==> src/rtl/pipe_ctrl_pkg.sv <==
// Shared pipeline-control constants: functional-unit ids, register index width
// and the per-FU occupancy table used by the issue scoreboard.
package pipe_ctrl_pkg;

  localparam int unsigned NREG  = 32;
  localparam int unsigned REG_W = 5;
  localparam int unsigned NFU   = 4;
  localparam int unsigned FU_W  = 2;

  typedef enum logic [FU_W-1:0] {
    FU_ALU = 2'd0,
    FU_LSU = 2'd1,
    FU_MUL = 2'd2,
    FU_DIV = 2'd3
  } fu_e;

  localparam int unsigned OCC_ALU = 1;
  localparam int unsigned OCC_LSU = 1;
  localparam int unsigned OCC_MUL = 1;
  localparam int unsigned OCC_DIV = 8;

  function automatic int unsigned occ_of(input int unsigned fu);
    case (fu)
      0:       occ_of = OCC_ALU;
      1:       occ_of = OCC_LSU;
      2:       occ_of = OCC_MUL;
      default: occ_of = OCC_DIV;
    endcase
  endfunction

endpackage

==> src/rtl/fu_occupancy_counter.sv <==
// Down-counter holding a functional unit busy for OCC-1 cycles after an accepted op.
// Units with OCC=1 are fully pipelined and never report busy.
module fu_occupancy_counter #(
  parameter int unsigned OCC = 1
) (
  input  logic clk,
  input  logic rst,
  input  logic start,
  output logic busy
);

  localparam int unsigned CNT_W = (OCC > 1) ? $clog2(OCC) : 1;
  localparam logic [CNT_W-1:0] LOAD = CNT_W'((OCC > 1) ? (OCC - 1) : 0);

  logic [CNT_W-1:0] cnt_q, cnt_d;

  always_comb begin
    cnt_d = cnt_q;
    if (start && (OCC > 1)) begin
      cnt_d = LOAD;
    end else if (cnt_q != '0) begin
      cnt_d = cnt_q - CNT_W'(1);
    end
  end

  always_ff @(posedge clk) begin
    if (rst) begin
      cnt_q <= '0;
    end else begin
      cnt_q <= cnt_d;
    end
  end

  assign busy = (cnt_q != '0);

endmodule

==> src/rtl/issue_scoreboard.sv <==
// Register-status scoreboard at the ID/issue boundary: tracks pending destination
// writes and FU occupancy, and grants or refuses issue with RAW/WAW/struct causes.
module issue_scoreboard
  import pipe_ctrl_pkg::*;
(
  input  logic              clk,
  input  logic              rst,
  input  logic              id_valid,
  output logic              id_ready,
  input  logic [REG_W-1:0]  id_rs1,
  input  logic              id_rs1use,
  input  logic [REG_W-1:0]  id_rs2,
  input  logic              id_rs2use,
  input  logic [REG_W-1:0]  id_rd,
  input  logic              id_rd_we,
  input  logic [FU_W-1:0]   id_fu,
  input  logic              wb_valid,
  input  logic [REG_W-1:0]  wb_rd,
  input  logic [FU_W-1:0]   wb_fu,
  input  logic              kill_valid,
  input  logic [REG_W-1:0]  kill_rd,
  output logic              stall_raw,
  output logic              stall_waw,
  output logic              stall_struct,
  output logic [NREG-1:0]   busy_vec,
  output logic [NFU-1:0]    fu_busy,
  output logic              sb_err
);

  logic [NREG-1:0] busy_q, busy_d;
  logic [FU_W-1:0] tag_q [NREG];
  logic [FU_W-1:0] tag_d [NREG];
  logic            sb_err_q, sb_err_d;

  logic [NREG-1:0] wb_hit, kill_hit, eff_busy;
  logic            accept;
  logic            wb_match;

  // Register file is write-first, so a same-cycle retire or squash already frees the register.
  always_comb begin
    for (int r = 0; r < NREG; r++) begin
      wb_hit[r]   = wb_valid && (wb_rd == REG_W'(r)) && (tag_q[r] == wb_fu);
      kill_hit[r] = kill_valid && (kill_rd == REG_W'(r));
    end
    eff_busy = busy_q & ~wb_hit & ~kill_hit;
  end

  always_comb begin
    stall_raw    = id_valid &&
                   ((id_rs1use && (id_rs1 != '0) && eff_busy[id_rs1]) ||
                    (id_rs2use && (id_rs2 != '0) && eff_busy[id_rs2]));
    stall_waw    = id_valid && id_rd_we && (id_rd != '0) && eff_busy[id_rd];
    stall_struct = id_valid && fu_busy[id_fu];
    id_ready     = !(stall_raw || stall_waw || stall_struct);
    accept       = id_valid && id_ready;
  end

  // A new reservation overrides any clear of the same register in the same cycle.
  always_comb begin
    busy_d = eff_busy;
    tag_d  = tag_q;
    if (accept && id_rd_we && (id_rd != '0)) begin
      busy_d[id_rd] = 1'b1;
      tag_d[id_rd]  = id_fu;
    end
    busy_d[0] = 1'b0;

    wb_match = busy_q[wb_rd] && (tag_q[wb_rd] == wb_fu);
    sb_err_d = sb_err_q || (wb_valid && (wb_rd != '0) && !wb_match);
  end

  always_ff @(posedge clk) begin
    if (rst) begin
      busy_q   <= '0;
      sb_err_q <= 1'b0;
      for (int r = 0; r < NREG; r++) begin
        tag_q[r] <= '0;
      end
    end else begin
      busy_q   <= busy_d;
      sb_err_q <= sb_err_d;
      tag_q    <= tag_d;
    end
  end

  for (genvar k = 0; k < NFU; k++) begin : g_fu
    fu_occupancy_counter #(
      .OCC (occ_of(k))
    ) u_occ (
      .clk   (clk),
      .rst   (rst),
      .start (accept && (id_fu == FU_W'(k))),
      .busy  (fu_busy[k])
    );
  end

  assign busy_vec = busy_q;
  assign sb_err   = sb_err_q;

endmodule

==> config.mk <==
export PLATFORM = sky130hd
export DESIGN_NAME = issue_scoreboard
export DESIGN_NICKNAME = d
export VERILOG_FILES = /design/src/rtl/pipe_ctrl_pkg.sv /design/src/rtl/fu_occupancy_counter.sv /design/src/rtl/issue_scoreboard.sv
export SDC_FILE = /design/constraint.sdc
export NUM_CORES = 1
export LEC_CHECK = 0
export ABC_AREA = 0
export BUFFER_PORTS_ARGS = -buffer_cell sky130_fd_sc_hd__buf_2
export CAP_MARGIN = 20
export CORE_MARGIN = 5
export CORE_UTILIZATION = 55
export DETAILED_ROUTE_END_ITERATION = 16
export PLACE_DENSITY = 0.82
export SYNTH_ARGS = -nofsm -noshare
export SYNTH_HDL_FRONTEND = slang
export SYNTH_SLANG_ARGS = --single-unit
==> constraint.sdc <==
create_clock -name clk -period 8.6 [get_ports clk]
set_input_delay 2.58 -clock clk [delete_from_list [all_inputs] [get_ports clk]]
set_output_delay 2.58 -clock clk [all_outputs]
set_load 0.02 [all_outputs]
==> flow_summary.json, run 1 <==
{
  "synth_top_area_frac": 0.283,
  "clkSlewWorstSetupHoldPaths_ns": 0.07,
  "drtIter0Drc": 1279,
  "critPathCaptureType": "output port",
  "synth_edf_count": 0,
  "hold_buffers": 0,
  "hold_class": "flop to flop",
  "yosysUniqueCellTypes": 71,
  "clk_latency_ns": 0.36,
  "worstPathArrival_ns": 5.63,
  "r2r-end": "tag_q[59]",
  "fin_util": 0.626,
  "diodes": 0,
  "drv_cap": 0,
  "reg2reg_slack_ns": 4.90,
  "drc": 0,
  "clkSinkCount": 102,
  "avgSynthCellArea_um2": 8.88,
  "chipHeight_um": 124,
  "drtPass1Iterations": 6,
  "core_um2": 12700,
  "postCtsSetupRepairBufs": 0,
  "cts_root_buf": "clkbuf_16",
  "final.period_utilization": 0.954,
  "routedWlPerCell_um": 23.7,
  "final_antenna_net_count": 0,
  "power_density_nw_per_um2": 144,
  "place_hpwl_um": 18000,
  "slowest_stage": "or3_1",
  "via_per_inst": 6.81,
  "die_w_um": 124,
  "hold_viol": 0,
  "antenna_found_initial": 1,
  "fin_skew_ns": 0.00845,
  "synth.largest_area_cell": "dfxtp_1",
  "instances_no_fill": 1025,
  "syn_inst": 812,
  "cpPeakStageDelay_ns": 0.48,
  "critPathBufInv": 3,
  "crit_chain": "buf_2 > nand2b_1 > o21ai_0 > a21oi_1 > mux2_2 > mux4_2 > nor2b_1 > o31a_1 > or3_1 > inv_1 > buf_2",
  "grt_max_degree": 103,
  "synth.area.top_cells": "dfxtp_1 (28%), mux4_2 (11%), mux2i_1 (7.2%)",
  "grt_pass1_wl_um": 38000,
  "start_util": 0.567,
  "period_needed_ns": 8.21,
  "pin_count": 78,
  "hold_depth": 1,
  "portBuffers": 76,
  "hold_end": "tag_q[62]",
  "reg2regPathDepth": 11,
  "min_from": "tag_q[62]",
  "critical_path_required_ns": 6.02,
  "seq_area_frac_synth": 0.283,
  "setup_ws_ns": 0.392,
  "wl_um": 24300,
  "yosys_warnings": 0,
  "drive_gt1_frac": 0.210,
  "place_congestion": 1.04,
  "ys_ff_latch": 102,
  "netlist_area_um2": 7210,
  "track_usage": 0.308,
  "tns_ns": 0,
  "cts-buffers-inserted": 9,
  "p_leak_uw": 0.00308,
  "die_area_um2": 15500,
  "cts_max_path_buffers": 2,
  "finalMaxSlewViolations": 0,
  "relSlewSlack": 0.360,
  "fmax_mhz": 122,
  "vias": 6983,
  "setup_viol": 0,
  "place_inst": 1009,
  "crit_type": "input port to output port",
  "yosys_most_used_dff": "dfxtp_1",
  "cp-start-kind": "input port",
  "area_growth_pct": 10.6,
  "r2r-start": "tag_q[24]",
  "rows": 41,
  "rsz0062_at_grt": "false",
  "vdd_ir_drop_max_mv": 0.103,
  "cts.htree.levels": 3,
  "cts_tree": "built",
  "status": "complete, no violations",
  "critical_path.top_delay_family": "simple AND/OR/NAND/NOR gates",
  "crit_fanout": 8,
  "fin_nets": 887,
  "grt_pass1_vias": 6691,
  "tightest_slew_ns": 0.960,
  "cp_common_cell": "buf_2",
  "p_total_uw": 1140,
  "cts_resized": 0,
  "dpl_worst_slack_ns": 0.504,
  "synth-async-reset-ratio": 0,
  "grt_overflow": 0
}
## synth_stat cells (26+ instances only)
| library cell | instances |
|---|---|
| mux4_2 | 35 |
| clkbuf_1 | 49 |
| xnor2_1 | 41 |
| nand2b_1 | 58 |
| dfxtp_1 | 102 |
| a21oi_1 | 47 |
| o21ai_0 | 50 |
| nand4_1 | 31 |
| nor2_1 | 42 |
| nand3_1 | 40 |
| nand2_1 | 26 |
| mux2i_1 | 52 |
## sequential cells by signal (all words and copies together) (netlist names)
signal and count:
sb_err 1, g_fu.u_occ.cnt_q 3, g_fu.u_occ.busy 3, tag_q 64, busy_vec 31
## placed cells by master, fill, tap and decap left out, drive strengths merged, types with 12 or more instances in the layout
cell type | netlist | routed
mux4 | 35 | 35
inv | 14 | 17
xnor2 | 41 | 41
nand2b | 58 | 58
nand3 | 40 | 40
nor3 | 12 | 12
dfxtp | 102 | 102
mux2i | 52 | 52
nor2 | 43 | 43
nand2 | 26 | 26
nand4 | 31 | 31
a31oi | 20 | 20
nor2b | 12 | 12
o21ai | 51 | 51
or4 | 12 | 12
buf | 24 | 95
xor2 | 25 | 25
a21oi | 47 | 47
## through the flow
step | area (um2) | hold slack [ns]
floorplan | 7220 | 0.433
global placement | 7650 | 0.443
detailed placement | 7650 | 0.455
CTS | 7970 | 0.470
global route | 7970 | 0.484
finish | 7970 | 0.470
## cell families (layout without fill, tap and decap cells)
family / after synthesis / count (layout) / synth area share
adder cells (fa/ha/maj): 2 / 2 / 0.00347
buffers and inverters: 87 / 125 / 0.0526
XOR/XNOR: 66 / 66 / 0.0802
AO/OA/AOI/OAI: 167 / 167 / 0.140
multiplexers: 94 / 94 / 0.193
AND/OR/NAND/NOR: 293 / 293 / 0.247
flip-flops: 102 / 102 / 0.283
other: 1 / 4 / 0.000520
## how the worst max path moves through the flow
| stage | start | to | slack [ns] | cells past startpoint |
|---|---|---|---|---|
| CTS | wb_fu[1] | id_ready | 0.48 | 12 |
| floorplan | wb_fu[0] | id_ready | 0.76 | 12 |
| global route | wb_fu[1] | id_ready | 0.27 | 12 |
| detailed placement | wb_fu[1] | stall_raw | 0.50 | 12 |
| finish | kill_rd[0] | id_ready | 0.39 | 11 |
| global placement | wb_rd[2] | id_ready | 0.50 | 11 |
## metal layers
layer / global-route usage / up-vias / wire length, um
met2: 0.458 / 522 / 10500
li1: - / 3075 / -
met1: 0.417 / 3259 / 9670
met3: 0.0828 / 125 / 2940
met4: 0.145 / 2 / 1200
met5: 0 / - / 16
## final cells by class
type,count,area [um2]
multi-input cells,626,4810
inverters,14,52.6
fillers,1143,4750
well taps,172,215
clock inverters,6,75.1
repair buffers,95,536
flip-flops and latches,102,2040
clock buffers,10,239
## power breakdown
| group | total (uW) | internal, uW | switching, uW |
|---|---|---|---|
| clock network | 436 | 239 | 197 |
| logic | 222 | 76.6 | 145 |
| registers | 487 | 481 | 6.10 |
| total | 1140 | 796 | 348 |
(Power assumes the default switching activity.)
==> run 2, diff against run 1 <==
CTS_BUF_LIST = sky130_fd_sc_hd__clkbuf_2   (was not set)
SYNTH_HIERARCHICAL = 1   (was not set)
==> flow_summary.json, run 2 <==
{
  "hold_buffers": 0,
  "cts-buffers-inserted": 9,
  "postCtsSetupRepairBufs": 0,
  "yosys_warnings": 6,
  "switchingPower_uw": 332,
  "hold_class": "flop to flop",
  "grt_pass1_vias": 6531,
  "die_area_um2": 16300,
  "hold_viol": 0,
  "cts_max_path_buffers": 2,
  "cts_resized": 0,
  "pin_count": 78,
  "worstPathArrival_ns": 5.84,
  "fin_nets": 863,
  "relSlewSlack": 0.388,
  "rows": 43,
  "place_hpwl_um": 16800,
  "grt_max_degree": 102,
  "avgSynthCellArea_um2": 9.76,
  "clkSinkCount": 102,
  "cp-start-kind": "input port",
  "clk_latency_ns": 0.61,
  "critPathCaptureType": "output port",
  "final.period_utilization": 0.979,
  "drtPass1Iterations": 7,
  "start_util": 0.553,
  "tns_ns": 0,
  "min_from": "tag_q[63]",
  "area_growth_pct": 7.48,
  "die_w_um": 127,
  "seqPwrFrac": 0.511,
  "clockPowerShare": 0.237,
  "grt_pass1_wl_um": 36400,
  "rsz0062_at_grt": "false",
  "hold_end": "tag_q[63]",
  "cts.htree.levels": 3,
  "status": "complete, no violations",
  "vdd_ir_drop_max_mv": 0.143,
  "crit_fanout": 13,
  "drc": 0,
  "r2r-end": "g_fu[3].u_occ/cnt_q[0]",
  "largest-register": "tag_q",
  "crit_type": "input port to output port",
  "r2r-start": "tag_q[60]",
  "antenna_found_initial": 1,
  "switching_share": 0.346,
  "final_common_cell": "dfxtp_1",
  "wl_um": 23500,
  "hold_depth": 1,
  "largest_register_ffs": 64,
  "drtIter0Drc": 945,
  "period_needed_ns": 8.42,
  "chipHeight_um": 127,
  "grt_overflow": 0,
  "holdWs_ns": 0.488,
  "netlist_area_um2": 7590,
  "most-common-layout-cells": "dfxtp_1 (102), nand2b_1 (81), buf_2 (76)",
  "via_per_inst": 6.74,
  "synth_nets": 817,
  "syn_inst": 778,
  "fin_skew_ns": 0.0265,
  "critical_path_required_ns": 6.02,
  "fillers": 1178,
  "finalMaxSlewViolations": 0,
  "cts_tree": "built",
  "routedWlPerCell_um": 23.3,
  "core_um2": 13700,
  "drv_cap": 0,
  "setup_viol": 0,
  "p_int_uw": 628,
  "combPwrFrac": 0.251,
  "cts_root_buf": "clkbuf_2",
  "drive_gt1_frac": 0.237,
  "reg2regPathDepth": 12,
  "power_density_nw_per_um2": 118,
  "track_usage": 0.286,
  "place_congestion": 0.988,
  "clkSlewWorstSetupHoldPaths_ns": 0.27,
  "vias": 6812,
  "portBuffers": 76,
  "reg2reg_slack_ns": 4.42,
  "fmax_mhz": 119,
  "final_antenna_net_count": 0,
  "tightest_slew_ns": 0.918,
  "p_leak_uw": 0.00316
}
-- run 2: cell count changes in the layout (fill, tap and decap cells not counted), moves of 10 or more --
cell      previous run  this run
clkbuf_2             0        10
inv_1               13        28
mux2i_1             52        67
nand2b_1            58        81
nand3_1             40         8
nand4_1             31         8
nand4_4              0        31
nor2_1              41        28
nor3_1              12        37
o21ai_0             50        28
-- run 2: how the worst max path moves through the flow --
stage | start | depth (start not counted) | endpoint | slack (ns)
3_5_place_dp | wb_rd[2] | 12 | id_ready | 0.30
2_1_floorplan | wb_rd[3] | 9 | id_ready | 0.14
5_1_grt | wb_rd[2] | 12 | id_ready | 0.04
3_3_place_gp | wb_rd[4] | 11 | id_ready | 0.37
6_report | wb_rd[2] | 12 | id_ready | 0.18
4_1_cts | wb_rd[2] | 12 | id_ready | 0.27
-- run 2: critical path, cell delays in order --
cell and delay, ns:
buf_2 0.11, buf_4 0.17, nand2b_1 0.24, nor3b_1 0.52
a41oi_1 0.29, a2111oi_0 0.51, a311oi_1 0.11, a211o_1 0.35
nor4_4 0.34, and2b_1 0.24, nor3_1 0.18, buf_2 0.19
-- run 2: power groups by stage --
stage | Clock [uW] | Combinational (uW) | Sequential [uW]
after floorplan | 0 | 174 | 500
after global placement | 0 | 230 | 499
after detailed placement | 0 | 235 | 499
after CTS | 232 | 236 | 491
after global routing | 248 | 255 | 492
final | 228 | 242 | 491
-- run 2: area by class of cell --
type,instances,area [um2],share of cell area
sequential,102,2040,0.250
inverter,28,105,0.0129
clock buffer,10,50.0,0.00613
antenna,2,5.00,0.000613
timing repair buffer,97,538,0.0659
tap,180,225,0.0276
clock inverter,5,51.3,0.00629
multi-input combinational,586,5140,0.630
-- run 2: stage by stage --
step / util / instances / total power (uW) / area [um2] / setup slack (ns)
6_report: 0.595 / 1010 / 960 / 8160 / 0.184
3_5_place_dp: 0.587 / 993 / 734 / 8050 / 0.302
3_3_place_gp: 0.587 / 993 / 729 / 8050 / 0.367
4_1_cts: 0.594 / 1008 / 959 / 8150 / 0.274
5_1_grt: 0.595 / 1009 / 995 / 8160 / 0.0403
2_1_floorplan: - / 778 / 674 / 7590 / 0.138
-- run 2: per-layer routing --
metal  wire length [um]  GRT usage  share of wire
met5                  0          0              0
met2              10500      0.432           0.44
met1               9180      0.378           0.39
met4               1040      0.126          0.044
met3               2830     0.0895           0.12
==> run 3, diff against run 2 <==
PLACE_DENSITY = 0.85   (was 0.82)
clock period = 7.4 ns   (was 8.6 ns; I/O delays follow)
==> flow_summary.json, run 3 (synthesis gave the netlist of run 2 again) <==
{
  "status": "finished, violations left",
  "violations": "setup timing",
  "power_density_nw_per_um2": 135,
  "hold_buffers": 0,
  "p_leak_uw": 0.00331,
  "reg2regPathDepth": 12,
  "r2r-start": "tag_q[60]",
  "cts_root_buf": "clkbuf_2",
  "met2WireLength_um": 10600,
  "reg2reg_slack_ns": 3.26,
  "clkSlewWorstSetupHoldPaths_ns": 0.29,
  "hold_end": "tag_q[63]",
  "hold_class": "flop to flop",
  "setup_ws_ns": -0.0272,
  "antenna_found_initial": 1,
  "clkSinkCount": 102,
  "p_total_uw": 1140,
  "fin_util": 0.616,
  "r2r-end": "g_fu[3].u_occ/cnt_q[0]",
  "drv_cap": 0,
  "finalMaxSlewViolations": 0,
  "wl_um": 23800,
  "fmax_mhz": 135,
  "final_antenna_net_count": 0,
  "core_um2": 13700,
  "tightest_slew_ns": 0.885,
  "fin_nets": 892,
  "portBuffers": 76,
  "rsz0062_at_grt": "true",
  "grt_max_degree": 53,
  "critPathCaptureType": "output port",
  "tns_ns": -0.0272,
  "drtIter0Drc": 999,
  "drc": 0,
  "largest_register_ffs": 64,
  "dpl_worst_slack_ns": -0.0914,
  "grt_pass1_vias": 6783,
  "area_growth_pct": 11.3,
  "wl_met3_um": 3170,
  "pin_count": 78,
  "finalInstanceArea_um2": 8450,
  "final.period_utilization": 1.00,
  "largest-register": "tag_q",
  "fin_skew_ns": 0.0284,
  "clk_latency_ns": 0.66,
  "via_per_inst": 6.68,
  "die_area_um2": 16300,
  "cp-start-kind": "input port",
  "hold_depth": 1,
  "rows": 43,
  "cts.htree.levels": 3,
  "vdd_ir_drop_max_mv": 0.147,
  "cts_tree": "built",
  "place_hpwl_um": 17300,
  "chipHeight_um": 127,
  "start_util": 0.553,
  "die_w_um": 127,
  "top_layer": "met4",
  "wl_met1_um": 8970,
  "hold_viol": 0,
  "track_usage": 0.293,
  "most-common-layout-cells": "dfxtp_1 (102), nand2b_1 (81), buf_2 (73)",
  "cts-buffers-inserted": 9,
  "grt_pass1_wl_um": 37300,
  "routedWlPerCell_um": 22.9,
  "relSlewSlack": 0.410,
  "fillers": 1138,
  "grt_overflow": 0,
  "drtPass1Iterations": 7,
  "place_congestion": 1.00,
  "place_area_um2": 8300,
  "crit_type": "input port to output port",
  "final_common_cell": "dfxtp_1",
  "critical_path_required_ns": 5.18,
  "period_needed_ns": 7.43,
  "drive_gt1_frac": 0.272,
  "setup_viol": 1,
  "crit_fanout": 3,
  "cts_max_path_buffers": 2,
  "min_from": "tag_q[63]",
  "vias": 6941,
  "worstPathArrival_ns": 5.21
}
[run 3: cell count changes in the layout (fill, tap and decap cells not counted), moves of 2 or more]
cell,before,now
buf_6,0,3
buf_4,21,49
or4_1,4,2
clkinvlp_4,0,2
buf_2,76,73
or4_4,0,2
[run 3: critical path: stages]
cell,delay (ns)
buf_6,0.09
or4b_4,0.55
or4_4,0.52
o211ai_1,0.13
a21oi_1,0.07
or4_4,0.43
a211o_1,0.28
nor4_4,0.35
and2b_2,0.30
nor3_4,0.12
buf_6,0.14
[run 3: layout make-up]
type	count	area (um2)	area share
Timing Repair Buffer	126	787	0.0932
Antenna cell	1	2.50	0.000296
Inverter	28	105	0.0124
Multi-Input combinational cell	586	5170	0.612
Tap cell	180	225	0.0267
Clock inverter	6	62.6	0.00741
Sequential cell	102	2040	0.242
Clock buffer	10	50.0	0.00593
[run 3: power by group]
group	total [uW]	switching, uW	internal [uW]
clock	278	200	77.9
combinational	290	189	101
sequential	570	7.85	562
[run 3: routing by layer]
layer / GRT usage / vias up
met4: 0.122 / 0
li1: - / 3028
met3: 0.0865 / 102
met1: 0.385 / 3272
met2: 0.453 / 539
met5: 0 / -
[run 3: worst max path at each step]
stage | from | endpoint | slack (ns) | cells past startpoint
after floorplan | wb_rd[3] | id_ready | -0.05 | 9
after global placement | wb_rd[3] | id_ready | -0.04 | 11
after detailed placement | wb_rd[3] | id_ready | -0.09 | 11
after CTS | wb_rd[3] | id_ready | 0.0002 | 11
after global routing | wb_rd[3] | id_ready | -0.12 | 11
final | wb_rd[3] | id_ready | -0.03 | 11
[run 3: timing repair]
item | 4_1_cts | 5_1_grt
pin swaps | 3 | 0
resized for setup | 3 | 5
endpoints found under the hold margin | 0 | 0
setup buffers | 0 | 0
setup endpoints to repair | 1 | 2
[run 3: metrics by stage]
step	std cells	hold WS, ns
floorplan	778	0.433
CTS	1038	0.488
global placement	1022	0.449
global route	1039	0.510
detailed placement	1022	0.459
finish	1039	0.490
